[config.mk]
export PLATFORM = sky130hd
export DESIGN_NAME = wave_synth
export DESIGN_NICKNAME = d
export VERILOG_FILES = /design/src/rtl/wave_synth.sv
export SDC_FILE = /design/constraint.sdc
export NUM_CORES = 1
export LEC_CHECK = 0
export CORE_MARGIN = 8
export CORE_UTILIZATION = 45
export CTS_CLUSTER_SIZE = 30
export DETAILED_ROUTE_END_ITERATION = 10
export DONT_BUFFER_PORTS = 1
export PLACE_DENSITY = 0.67
export SYNTH_ARGS = -nofsm -noshare
export SYNTH_HDL_FRONTEND = slang
export SYNTH_SLANG_ARGS = --single-unit
[constraint.sdc]
create_clock -name clk -period 5.5 [get_ports clk]
set_input_delay 0.55 -clock clk [delete_from_list [all_inputs] [get_ports clk]]
set_output_delay 0.55 -clock clk [all_outputs]
set_load 0.01 [all_outputs]
[src/rtl/wave_synth.sv]
// wave_synth: dual-channel DDS that regenerates waves A and B from the
// frequency/shape classification result and drives two 8-bit DACs.
//
// Ports:
//   clk         system clock
//   rst         synchronous active-high reset
//   wave_vaild  classification result valid (level, held high)
//   waveA_freq  wave A frequency code, 5 kHz units
//   waveA_sin   1 = A sine, 0 = A triangle
//   waveB_freq  wave B frequency code, 5 kHz units
//   waveB_sin   1 = B sine, 0 = B triangle
//   phase_off   live B phase lead over A, 360/256 degree units
//   dac_a       channel A sample, offset binary (midscale 128)
//   dac_b       channel B sample, offset binary (midscale 128)
//   running     high while the generator is running
module wave_synth #(
   parameter logic [31:0] STEP_5K = 32'd429497
) (
   input  logic       clk,
   input  logic       rst,
   input  logic       wave_vaild,
   input  logic [7:0] waveA_freq,
   input  logic       waveA_sin,
   input  logic [7:0] waveB_freq,
   input  logic       waveB_sin,
   input  logic [7:0] phase_off,
   output logic [7:0] dac_a,
   output logic [7:0] dac_b,
   output logic       running
);

   typedef enum logic [1:0] {
      IDLE = 2'd0,
      LOAD = 2'd1,
      RUN  = 2'd2
   } state_t;

   state_t      state;
   state_t      next_state;
   logic        vld_d0;
   logic        rise;
   logic        fall;
   logic [7:0]  freq_a_cap;
   logic [7:0]  freq_b_cap;
   logic        sin_a_cap;
   logic        sin_b_cap;
   logic [31:0] inc_a;
   logic [31:0] inc_b;
   logic [31:0] acc_a;
   logic [31:0] acc_b;
   logic [7:0]  addr_a;
   logic [7:0]  addr_b;
   logic [7:0]  shp_a;
   logic [7:0]  shp_b;

   // First quadrant of the sine, round(127*sin(2*pi*j/256)) for j = 0..64.
   function automatic logic [6:0] quarter_sin(input logic [6:0] j);
      logic [6:0] m;
      case (j)
         7'd0:  m = 7'd0;    7'd1:  m = 7'd3;    7'd2:  m = 7'd6;    7'd3:  m = 7'd9;
         7'd4:  m = 7'd12;   7'd5:  m = 7'd16;   7'd6:  m = 7'd19;   7'd7:  m = 7'd22;
         7'd8:  m = 7'd25;   7'd9:  m = 7'd28;   7'd10: m = 7'd31;   7'd11: m = 7'd34;
         7'd12: m = 7'd37;   7'd13: m = 7'd40;   7'd14: m = 7'd43;   7'd15: m = 7'd46;
         7'd16: m = 7'd49;   7'd17: m = 7'd51;   7'd18: m = 7'd54;   7'd19: m = 7'd57;
         7'd20: m = 7'd60;   7'd21: m = 7'd63;   7'd22: m = 7'd65;   7'd23: m = 7'd68;
         7'd24: m = 7'd71;   7'd25: m = 7'd73;   7'd26: m = 7'd76;   7'd27: m = 7'd78;
         7'd28: m = 7'd81;   7'd29: m = 7'd83;   7'd30: m = 7'd85;   7'd31: m = 7'd88;
         7'd32: m = 7'd90;   7'd33: m = 7'd92;   7'd34: m = 7'd94;   7'd35: m = 7'd96;
         7'd36: m = 7'd98;   7'd37: m = 7'd100;  7'd38: m = 7'd102;  7'd39: m = 7'd104;
         7'd40: m = 7'd106;  7'd41: m = 7'd107;  7'd42: m = 7'd109;  7'd43: m = 7'd111;
         7'd44: m = 7'd112;  7'd45: m = 7'd113;  7'd46: m = 7'd115;  7'd47: m = 7'd116;
         7'd48: m = 7'd117;  7'd49: m = 7'd118;  7'd50: m = 7'd120;  7'd51: m = 7'd121;
         7'd52: m = 7'd122;  7'd53: m = 7'd122;  7'd54: m = 7'd123;  7'd55: m = 7'd124;
         7'd56: m = 7'd125;  7'd57: m = 7'd125;  7'd58: m = 7'd126;  7'd59: m = 7'd126;
         7'd60: m = 7'd126;  7'd61: m = 7'd127;  7'd62: m = 7'd127;  7'd63: m = 7'd127;
         default: m = 7'd127;
      endcase
      return m;
   endfunction

   // Full 256-entry sine built from the quarter table by mirror symmetry:
   // the second quadrant reads the table backwards, the lower half subtracts.
   function automatic logic [7:0] sine_lookup(input logic [7:0] addr);
      logic [6:0] j;
      logic [6:0] m;
      j = addr[6] ? (7'd64 - {1'b0, addr[5:0]}) : {1'b0, addr[5:0]};
      m = quarter_sin(j);
      return addr[7] ? (8'd128 - {1'b0, m}) : (8'd128 + {1'b0, m});
   endfunction

   // Triangle shifted by a quarter turn so it peaks where the sine peaks.
   function automatic logic [7:0] tri_lookup(input logic [7:0] addr);
      logic [7:0] t;
      t = addr + 8'd64;
      return t[7] ? ~{t[6:0], 1'b0} : {t[6:0], 1'b0};
   endfunction

   assign rise = wave_vaild & ~vld_d0;
   assign fall = ~wave_vaild & vld_d0;

   // State register and valid-edge history.
   always_ff @(posedge clk) begin
      if (rst) begin
         state  <= IDLE;
         vld_d0 <= 1'b0;
      end else begin
         state  <= next_state;
         vld_d0 <= wave_vaild;
      end
   end

   // Next-state logic and lookup addresses; only B carries the live offset.
   always_comb begin
      next_state = state;
      addr_a     = acc_a[31:24];
      addr_b     = acc_b[31:24] + phase_off;
      case (state)
         IDLE: begin
            if (rise) next_state = LOAD;
            else      next_state = IDLE;
         end
         LOAD: begin
            if (fall) next_state = IDLE;
            else      next_state = RUN;
         end
         RUN: begin
            if (fall) next_state = IDLE;
            else      next_state = RUN;
         end
         default: next_state = IDLE;
      endcase
   end

   // Capture of the classification result, increment setup and phase
   // accumulation; both accumulators share the same clear cycle.
   always_ff @(posedge clk) begin
      if (rst) begin
         freq_a_cap <= 8'd0;
         freq_b_cap <= 8'd0;
         sin_a_cap  <= 1'b0;
         sin_b_cap  <= 1'b0;
         inc_a      <= 32'd0;
         inc_b      <= 32'd0;
         acc_a      <= 32'd0;
         acc_b      <= 32'd0;
      end else begin
         case (state)
            IDLE: begin
               acc_a <= 32'd0;
               acc_b <= 32'd0;
               if (rise) begin
                  freq_a_cap <= waveA_freq;
                  freq_b_cap <= waveB_freq;
                  sin_a_cap  <= waveA_sin;
                  sin_b_cap  <= waveB_sin;
               end
            end
            LOAD: begin
               inc_a <= {24'd0, freq_a_cap} * STEP_5K;
               inc_b <= {24'd0, freq_b_cap} * STEP_5K;
               acc_a <= 32'd0;
               acc_b <= 32'd0;
            end
            RUN: begin
               acc_a <= acc_a + inc_a;
               acc_b <= acc_b + inc_b;
            end
            default: begin
               acc_a <= 32'd0;
               acc_b <= 32'd0;
            end
         endcase
      end
   end

   // Waveform stage: shape lookup per channel, midscale outside RUN.
   always_ff @(posedge clk) begin
      if (rst) begin
         shp_a <= 8'd128;
         shp_b <= 8'd128;
      end else if (state == RUN) begin
         shp_a <= sin_a_cap ? sine_lookup(addr_a) : tri_lookup(addr_a);
         shp_b <= sin_b_cap ? sine_lookup(addr_b) : tri_lookup(addr_b);
      end else begin
         shp_a <= 8'd128;
         shp_b <= 8'd128;
      end
   end

   // Output stage: a zero frequency code mutes its channel to midscale,
   // and leaving RUN discards whatever the waveform stage still holds.
   always_ff @(posedge clk) begin
      if (rst) begin
         dac_a   <= 8'd128;
         dac_b   <= 8'd128;
         running <= 1'b0;
      end else if (state == RUN) begin
         dac_a   <= (freq_a_cap == 8'd0) ? 8'd128 : shp_a;
         dac_b   <= (freq_b_cap == 8'd0) ? 8'd128 : shp_b;
         running <= 1'b1;
      end else begin
         dac_a   <= 8'd128;
         dac_b   <= 8'd128;
         running <= 1'b0;
      end
   end

endmodule

==> results of run 1 <==
==> worst min-delay path by stage <==
stage	startpoint	endpoint	slack, ns	cells past startpoint
3_5_place_dp	shp_a[7]	dac_a[7]	0.40	1
5_1_grt	rst	freq_b_cap[5]	0.15	1
4_1_cts	rst	freq_b_cap[5]	0.15	1
6_report	rst	freq_b_cap[5]	0.17	1
3_3_place_gp	shp_a[7]	dac_a[7]	0.39	1
2_1_floorplan	shp_a[7]	dac_a[7]	0.39	1
==> per-layer routing <==
| layer | global-route usage [%] | share of wire, % | vias to the layer above |
|---|---|---|---|
| li1 | - | - | 6262 |
| met1 | 25.43 | 51 | 6000 |
| met2 | 27.63 | 43 | 238 |
| met3 | 3.602 | 4.6 | 35 |
| met4 | 4.435 | 1.3 | 0 |
| met5 | 0 | 0 | - |
==> critical path: stages (launching register included) <==
cell and delay (ns):
dfxtp_1 0.35, ha_1 0.31, inv_1 0.06, fa_1 0.52, inv_1 0.05, fa_1 0.53, inv_1 0.05, fa_1 0.53
inv_1 0.05, ha_1 0.34, a211o_1 0.35, o221ai_2 0.21, a31oi_1 0.11, o221a_2 0.32, o41ai_4 0.25, o22ai_2 0.15
a221oi_2 0.26, mux2_2 0.35, a311o_1 0.30
==> flip-flops by register name (all words and copies together) (netlist names), 27 cells and up <==
| register | flops |
|---|---|
| inc_a | 27 |
| inc_b | 27 |
| acc_a | 32 |
| acc_b | 32 |
==> power by group <==
| group | leakage, nW | switching [mW] | internal, mW |
|---|---|---|---|
| registers | 1.39 | 0.0378 | 1.28 |
| clock network | 0.285 | 0.554 | 0.665 |
| logic | 6.03 | 0.680 | 0.461 |
| total | 7.71 | 1.27 | 2.41 |
==> logic make-up after synthesis <==
group / count (synthesis) / share of synthesized area (%)
simple gates: 499 / 15.29
compound gates: 416 / 18.37
fa+ha+maj: 294 / 27.48
buf+inv: 286 / 7.101
flops: 172 / 22.16
xor+xnor: 117 / 6.811
mux: 40 / 2.794
==> cell type report <==
class	instances	area (sq um)
clock buffer	21	460.4
clock inverter	11	123.9
fill	3267	17640
inverter	231	867.1
multi-input combinational	1366	11050
sequential	172	3443
tap	455	569.3
timing repair buffer	18	135.1
==> placed cells by master, fill, tap and decap left out, types with 17 or more instances in the layout <==
cell type and n:
o21a_1 17, nand2b_1 20, buf_4 18, nand3_1 31, inv_1 231, o21ai_0 60
nor2_1 181, a211oi_1 24, a21o_1 43, clkbuf_16 17, ha_1 212, xnor2_1 72
nor3_1 44, dfxtp_1 172, xor2_1 42, nand2_1 108, a31oi_1 21, and2_1 24
mux2i_1 34, fa_1 79, a21oi_1 116
==> stage by stage <==
step	util [%]	instance area, sq um
6_report	48.56	16650
5_1_grt	48.56	16650
4_1_cts	48.43	16610
3_5_place_dp	46.70	16010
3_3_place_gp	46.70	16010
2_1_floorplan	-	15540
==> what timing repair did <==
action	CTS	global route
pin swaps	0	1
resized for setup	1	5
hold endpoints to repair	0	0
setup endpoints to repair	1	3
==> impl_metrics.tcl, run 1 <==
set metrics [dict create \
    die_y_um 201.8 \
    synth_cells 1824 \
    stdcell_count 2274 \
    synth_area_sq_mm 0.01554 \
    postSynth.asyncResetShare_pct 0 \
    critPathRequiredTime_ns 5.84 \
    synth_ff_type "dfxtp_1" \
    fin_tns_setup_ns 0 \
    avgSynthCellArea_sq_um 8.520 \
    path_max_fanout 4 \
    firstDrtPassIters 7 \
    diodes 0 \
    io_buffers 0 \
    clkTransAtPathRegs_ns 0.08 \
    worst_slack_ns 0.2792 \
    finalSetupViolCount 0 \
    synth_cell_type_count 93 \
    drc 0 \
    cts_setup_buffers 0 \
    finalMaxSlewViolations 0 \
    ir_worst_vdd_v 0.0002151 \
    finalHoldWorstSlack_ns 0.1706 \
    drive_above_1_share_pct 5.553 \
    synth_seq_cells 172 \
    critPathLaunchType "flop" \
    cts-htree-levels 4 \
    die-area_sq_mm 0.04074 \
    hold_class "input pin to flop" \
    cts_hold_buf 0 \
    fp.coreArea_sq_mm 0.03429 \
    core.rowCount 68 \
    fmax_ghz 0.1915 \
    rr_startpoint "freq_b_cap[5]" \
    yosysSeqAreaShare_pct 22.16 \
    grt_max_degree 77 \
    synth.area.top_cells "dfxtp_1 (22%), ha_1 (17%), fa_1 (10%), inv_1 (5.6%), nor2_1 (4.4%)" \
    hold_viol 0 \
    cellLeakagePower_nw 7.708 \
    dp.cells 2242 \
    clk_latency_ns 0.44 \
    start_util_pct 45.33 \
    areaGrowthSynthToFinish_pct 7.125 \
    period_share_pct 94.92 \
    rsz0062_at_grt "no" \
    yosys_warnings 0 \
    synth_top_area_share_pct 22.16 \
    period_needed_ns 5.221 \
    drt-vias-per-instance 5.512 \
    reg2reg_depth 18 \
    dp_hpwl_mm 28.63 \
    skew_ns 0.01719 \
    end_kind "flop" \
    drt_iter0_drc 678 \
    status "finished clean" \
    ant_nets 0 \
    antenna_found_initial 0 \
    total_power_mw 3.682 \
    grtUsageTotal_pct 17.97 \
    grt_pass1_vias 12308 \
    place_congestion 0.9117 \
    grt_pass1_wl_mm 61.33 \
    ios 46 \
    max_slew_margin_pct 24.93 \
    cts.sinks 172 \
    cts_tree "built" \
    synth_edf_count 0 \
    synth_most_common_cell "inv_1" \
    drt_wl_total_mm 36.56 \
    regToRegSetupSlack_ns 0.28 \
    cts_buffer_depth 2 \
    arrival_ns 5.56 \
    root_buffer "clkbuf_16" \
    crit_end "inc_b[25]" \
    maxCapViolCount 0 \
    synth_top_cells_by_count "inv_1 (231), ha_1 (214), nor2_1 (181), dfxtp_1 (172), a21oi_1 (116)" \
    p_per_area_mw_per_mm2 221.1 \
    synth_area_leader_cell "dfxtp_1" \
    place_ws_ns -0.1264 \
    cts_buffers 17 \
    wl_per_cell_um 16.08 \
    crit_type "flop to flop" \
    die_w_um 201.8 \
    nets 2128 \
    tightest_slew_ns 1.122 \
    startpoint "freq_b_cap[5]" \
    syn-num-nets 2146 \
    vias 12535 \
    r2r-end "inc_b[25]" \
    overflow 0 \
]
No activity file was read; power rests on OpenSTA's default activity.
==> inputs of run 2 (changes only) <==
--- a/config.mk
+++ b/config.mk
@@ -7,6 +7,7 @@
 export LEC_CHECK = 0
 export CORE_MARGIN = 8
 export CORE_UTILIZATION = 45
+export CTS_BUF_LIST = sky130_fd_sc_hd__clkbuf_16
 export CTS_CLUSTER_SIZE = 30
 export DETAILED_ROUTE_END_ITERATION = 10
 export DONT_BUFFER_PORTS = 1
==> run 2 against run 1 <==
Effect of this change:
- combinational power is essentially flat
- clock power down 3%
- global-route usage stayed put
- die area unchanged
- via count decreased by 0.44%
- count of clock-buffer cells in the layout fell by 4
- final cell count stayed put
- total power decreased by 0.91%
- flip-flop and latch count did not move
- critical path depth unchanged
- largest cell class unchanged
- highest routed layer unchanged
==> impl_metrics.tcl, run 2 (synthesized netlist as in run 1, its figures left out) <==
set metrics [dict create \
    io_buffers 0 \
    start_util_pct 45.33 \
    maxCapViolCount 0 \
    cts_hold_buf 0 \
    die_w_um 201.8 \
    ir_worst_vdd_v 0.0002153 \
    grt_max_degree 77 \
    root_buffer "clkbuf_16" \
    core.rowCount 68 \
    place_congestion 0.9117 \
    die_y_um 201.8 \
    cts_buffers 17 \
    period_share_pct 94.95 \
    drive_above_1_share_pct 5.443 \
    critPathRequiredTime_ns 5.84 \
    clk_latency_ns 0.44 \
    startpoint "freq_b_cap[5]" \
    postLayoutCoreUtil_pct 48.50 \
    grtUsageTotal_pct 17.97 \
    regToRegSetupSlack_ns 0.28 \
    finalHoldWorstSlack_ns 0.1711 \
    areaGrowthSynthToFinish_pct 6.996 \
    end_kind "flop" \
    hold_class "input pin to flop" \
    ios 46 \
    cellLeakagePower_nw 7.705 \
    grt_pass1_wl_mm 61.33 \
    vias 12480 \
    r2r-end "inc_b[25]" \
    reg2reg_depth 18 \
    antenna_found_initial 0 \
    dp_hpwl_mm 28.63 \
    crit_end "inc_b[25]" \
    crit_type "flop to flop" \
    grt_pass1_vias 12306 \
    fp.coreArea_sq_mm 0.03429 \
    critPathLaunchType "flop" \
    status "finished clean" \
    finalSetupViolCount 0 \
    p_per_area_mw_per_mm2 219.4 \
    layout_commonest_cell "inv_1" \
    nets 2128 \
    skew_ns 0.01681 \
    drc 0 \
    wl_per_cell_um 16.09 \
    cts_tree "built" \
    drt_iter0_drc 709 \
    fill_cells 3271 \
    clkTransAtPathRegs_ns 0.07 \
    hold_viol 0 \
    ant_nets 0 \
    cts_setup_buffers 0 \
    drt-vias-per-instance 5.488 \
    rsz0062_at_grt "no" \
    finalMaxSlewViolations 0 \
    arrival_ns 5.56 \
    mostFrequentLayoutCells "inv_1 (233), ha_1 (212), nor2_1 (181)" \
    period_needed_ns 5.222 \
    rr_startpoint "freq_b_cap[5]" \
    top_regs "acc_a (32), acc_b (32)" \
    diodes 0 \
    final_area_sq_mm 0.01663 \
    cts_buffer_depth 2 \
    max_slew_margin_pct 28.29 \
    cts-htree-levels 4 \
    die-area_sq_mm 0.04074 \
    path_max_fanout 4 \
    tightest_slew_ns 1.072 \
    overflow 0 \
    total_power_mw 3.648 \
    cts.sinks 172 \
    place_area_sq_mm 0.01601 \
    fmax_ghz 0.1915 \
    fin_tns_setup_ns 0 \
    firstDrtPassIters 5 \
    drt_wl_total_mm 36.60 \
]
==> run 2: per-stage QoR <==
stage,worst slack (ns),std cells
global route,0.03858,2274
floorplan,0.009817,1824
finish,0.2776,2274
global placement,-0.07510,2242
CTS,0.04390,2274
detailed placement,-0.1264,2242
==> run 2: critical path: stages, from the launching register on <==
cell      delay, ns
dfxtp_1        0.35
ha_1           0.31
inv_1          0.06
fa_1           0.52
inv_1          0.05
fa_1           0.53
inv_1          0.05
fa_1           0.53
inv_1          0.05
ha_1           0.34
a211o_1        0.35
o221ai_2       0.21
a31oi_1        0.11
o221a_2        0.32
o41ai_4        0.25
o22ai_2        0.15
a221oi_2       0.26
mux2_2         0.35
a311o_1        0.30
==> run 2: final cells by class <==
cell class	instances	area [sq um]	share of cell area, %
tap	455	569.3	3.424
clock inverter	15	138.9	0.8352
clock buffer	17	425.4	2.558
multi-input combinational	1366	11050	66.45
timing repair buffer	18	135.1	0.8126
inverter	231	867.1	5.214
sequential	172	3443	20.71
==> run 2: where the power goes <==
part,switching [mW],internal [mW]
clock network,0.552,0.633
registers,0.0377,1.28
logic,0.681,0.461
total,1.27,2.38
==> run 2: metal layers <==
| layer | part of all wire, % | vias to the layer above | GRT usage [%] |
|---|---|---|---|
| met5 | 0 | - | 0 |
| met4 | 1.3 | 0 | 4.435 |
| met3 | 4.5 | 34 | 3.602 |
| met2 | 43 | 218 | 27.63 |
| met1 | 51 | 5972 | 25.43 |
| li1 | - | 6256 | - |
==> run 2: worst min path at each step <==
stage	depth (start not counted)	start	slack [ns]	endpoint
2_1_floorplan	1	shp_a[7]	0.39	dac_a[7]
3_3_place_gp	1	shp_a[7]	0.39	dac_a[7]
3_5_place_dp	1	shp_a[7]	0.40	dac_a[7]
4_1_cts	1	rst	0.15	freq_b_cap[5]
5_1_grt	1	rst	0.15	freq_b_cap[5]
6_report	1	rst	0.17	freq_b_cap[5]
==> run 2: repair_timing <==
action | in CTS | in global routing
setup endpoints to repair | 1 | 3
resized for setup | 1 | 5
pin swaps | 0 | 1
==> inputs of run 3 (changes only) <==
--- a/config.mk
+++ b/config.mk
@@ -11,7 +11,7 @@
 export CTS_CLUSTER_SIZE = 30
 export DETAILED_ROUTE_END_ITERATION = 10
 export DONT_BUFFER_PORTS = 1
-export PLACE_DENSITY = 0.67
+export PLACE_DENSITY = 0.7
 export SYNTH_ARGS = -nofsm -noshare
 export SYNTH_HDL_FRONTEND = slang
 export SYNTH_SLANG_ARGS = --single-unit
==> run 3 against run 2 <==
Effect of this change:
- design area about the same
- clock power about the same
- worst setup slack worse by 0.048 ns
- die area unchanged
- first-iteration DRC count up 23%
- final cell count about the same
- combinational power about the same
- clock skew down 0.0062 ns
- flip-flop and latch count unchanged
- critical path type unchanged
- critical endpoint unchanged
- largest cell class unchanged
==> impl_metrics.tcl, run 3 (synthesized netlist as in run 1, its figures left out) <==
set metrics [dict create \
    cts-htree-levels 4 \
    areaGrowthSynthToFinish_pct 7.036 \
    grt_max_degree 77 \
    p_sw_share_pct 34.19 \
    share_seq_of_total_power_pct 36.1 \
    status "finished clean" \
    place_area_sq_mm 0.01600 \
    place_congestion 0.8888 \
    grt_pass1_wl_mm 61.05 \
    power_frac_comb_pct 31.1 \
    fin_tns_setup_ns 0 \
    end_kind "flop" \
    ant_nets 0 \
    worst_slack_ns 0.2301 \
    wl_per_cell_um 16.05 \
    cts.sinks 172 \
    ios 46 \
    place_ws_ns -0.02586 \
    p_per_area_mw_per_mm2 220.2 \
    hold_viol 0 \
    period_needed_ns 5.270 \
    ir_worst_vdd_v 0.0002249 \
    grtUsageTotal_pct 17.85 \
    finalSetupViolCount 0 \
    cts_buffers 17 \
    crit_type "flop to flop" \
    cts_buffer_depth 2 \
    worstHoldStart "rst" \
    antenna_found_initial 0 \
    postLayoutCoreUtil_pct 48.51 \
    arrival_ns 5.61 \
    clk_latency_ns 0.45 \
    start_util_pct 45.33 \
    hold_class "input pin to flop" \
    gr-usage-met2_pct 28.10 \
    top_regs "acc_a (32), acc_b (32)" \
    stdcell_count 2272 \
    die_w_um 201.8 \
    drc 0 \
    critPathLaunchType "flop" \
    top_usage_layer "met2" \
    maxCapViolCount 0 \
    multi_input_area_sq_mm 0.01106 \
    clkTransAtPathRegs_ns 0.07 \
    core.rowCount 68 \
    vias 12446 \
    cts_tree "built" \
    final_area_sq_mm 0.01663 \
    drt_iter0_drc 872 \
    firstDrtPassIters 5 \
    drive_above_1_share_pct 5.452 \
    tightest_slew_ns 1.138 \
    power.switching_mw 1.252 \
    fp.coreArea_sq_mm 0.03429 \
    rr_startpoint "freq_b_cap[6]" \
    final-seq-area_sq_mm 0.003443 \
    grt_use_met1_pct 24.87 \
    overflow 0 \
    dp_hpwl_mm 28.14 \
    grt_use_met3_pct 3.586 \
    max_slew_margin_pct 24.06 \
    io_buffers 0 \
    root_buffer "clkbuf_16" \
    dp.cells 2240 \
    skew_ns 0.01057 \
    critPathRequiredTime_ns 5.84 \
    fill_cells 3242 \
    layout_commonest_cell "inv_1" \
    period_share_pct 95.82 \
    fmax_ghz 0.1898 \
    cts_setup_buffers 0 \
    mostFrequentLayoutCells "inv_1 (231), ha_1 (211), nor2_1 (181)" \
    cellLeakagePower_nw 7.686 \
    nets 2126 \
    drt-vias-per-instance 5.478 \
    p_clk_share_pct 32.8 \
    p_int_mw 2.411 \
    die-area_sq_mm 0.04074 \
    grt_pass1_vias 12319 \
    drt_wl_total_mm 36.46 \
    path_max_fanout 5 \
    startpoint "freq_b_cap[6]" \
    die_y_um 201.8 \
    finalMaxSlewViolations 0 \
]
-- run 3: cell count changes in the layout (fill, tap and decap cells not counted) --
| cell | previous run | this run |
|---|---|---|
| clkinvlp_4 | 1 | 2 |
| clkinv_2 | 0 | 2 |
| diode_2 | 0 | 1 |
| ha_4 | 1 | 2 |
| bufinv_16 | 1 | 2 |
| inv_8 | 3 | 0 |
| inv_6 | 4 | 3 |
| clkinv_4 | 2 | 3 |
| buf_4 | 18 | 16 |
| ha_1 | 212 | 211 |
| inv_1 | 233 | 231 |
-- run 3: path summary, 6_finish.rpt --
path | slack, ns | to | depth (start not counted)
worst max-delay path | 0.23 | inc_b[25] | 18
worst min-delay path | 0.18 | freq_a_cap[4] | 1
worst max register to register | 0.23 | inc_b[25] | 18
worst min register to register | 0.42 | dac_a[7] | 1
-- run 3: final cells by class --
cell class / instances / share of cell area, %
inverters: 231 / 5.212
diodes: 1 / 0.01504
multi-input cells: 1366 / 66.50
well taps: 455 / 3.422
repair buffers: 16 / 0.7221
clock inverters: 14 / 0.8725
flip-flops and latches: 172 / 20.70
clock buffers: 17 / 2.557
-- run 3: power by group through the flow --
stage	Sequential, mW	Clock, mW	Combinational [mW]
after floorplan	1.34	0	0.878
after global placement	1.35	0	1.10
after detailed placement	1.35	0	1.12
after CTS	1.32	1.23	1.13
after global routing	1.33	1.28	1.29
final	1.32	1.20	1.14
-- run 3: repair_timing --
action                                  CTS  global route
gates resized for setup                   1             6
hold endpoints to repair                  0             0
hold buffers                              0             0
endpoints found under the setup margin    1             1
pin swaps                                 0             1
-- run 3: layer usage --
metal	wire (um)	share of wire (%)
met1	18220	50
met2	16140	44
met3	1719	4.7
met4	384	1.1
met5	0	0
-- run 3: metrics by stage --
stage	hold WS [ns]	total power, mW
after detailed placement	0.4065	2.468
after floorplan	0.3863	2.216
final	0.1753	3.663
after global placement	0.3880	2.443
after CTS	0.1548	3.676
after global routing	0.1564	3.894
-- run 3: worst max-delay path, stage by stage (launching register included) --
cell	delay [ns]
dfxtp_1	0.38
ha_4	0.31
inv_1	0.05
fa_1	0.52
inv_1	0.05
fa_1	0.53
inv_1	0.06
fa_1	0.53
inv_1	0.04
ha_1	0.34
a211o_1	0.35
o221ai_2	0.20
a31oi_1	0.08
o221a_2	0.30
o41ai_4	0.29
o22ai_2	0.17
a221oi_2	0.27
mux2_2	0.37
a311o_1	0.31
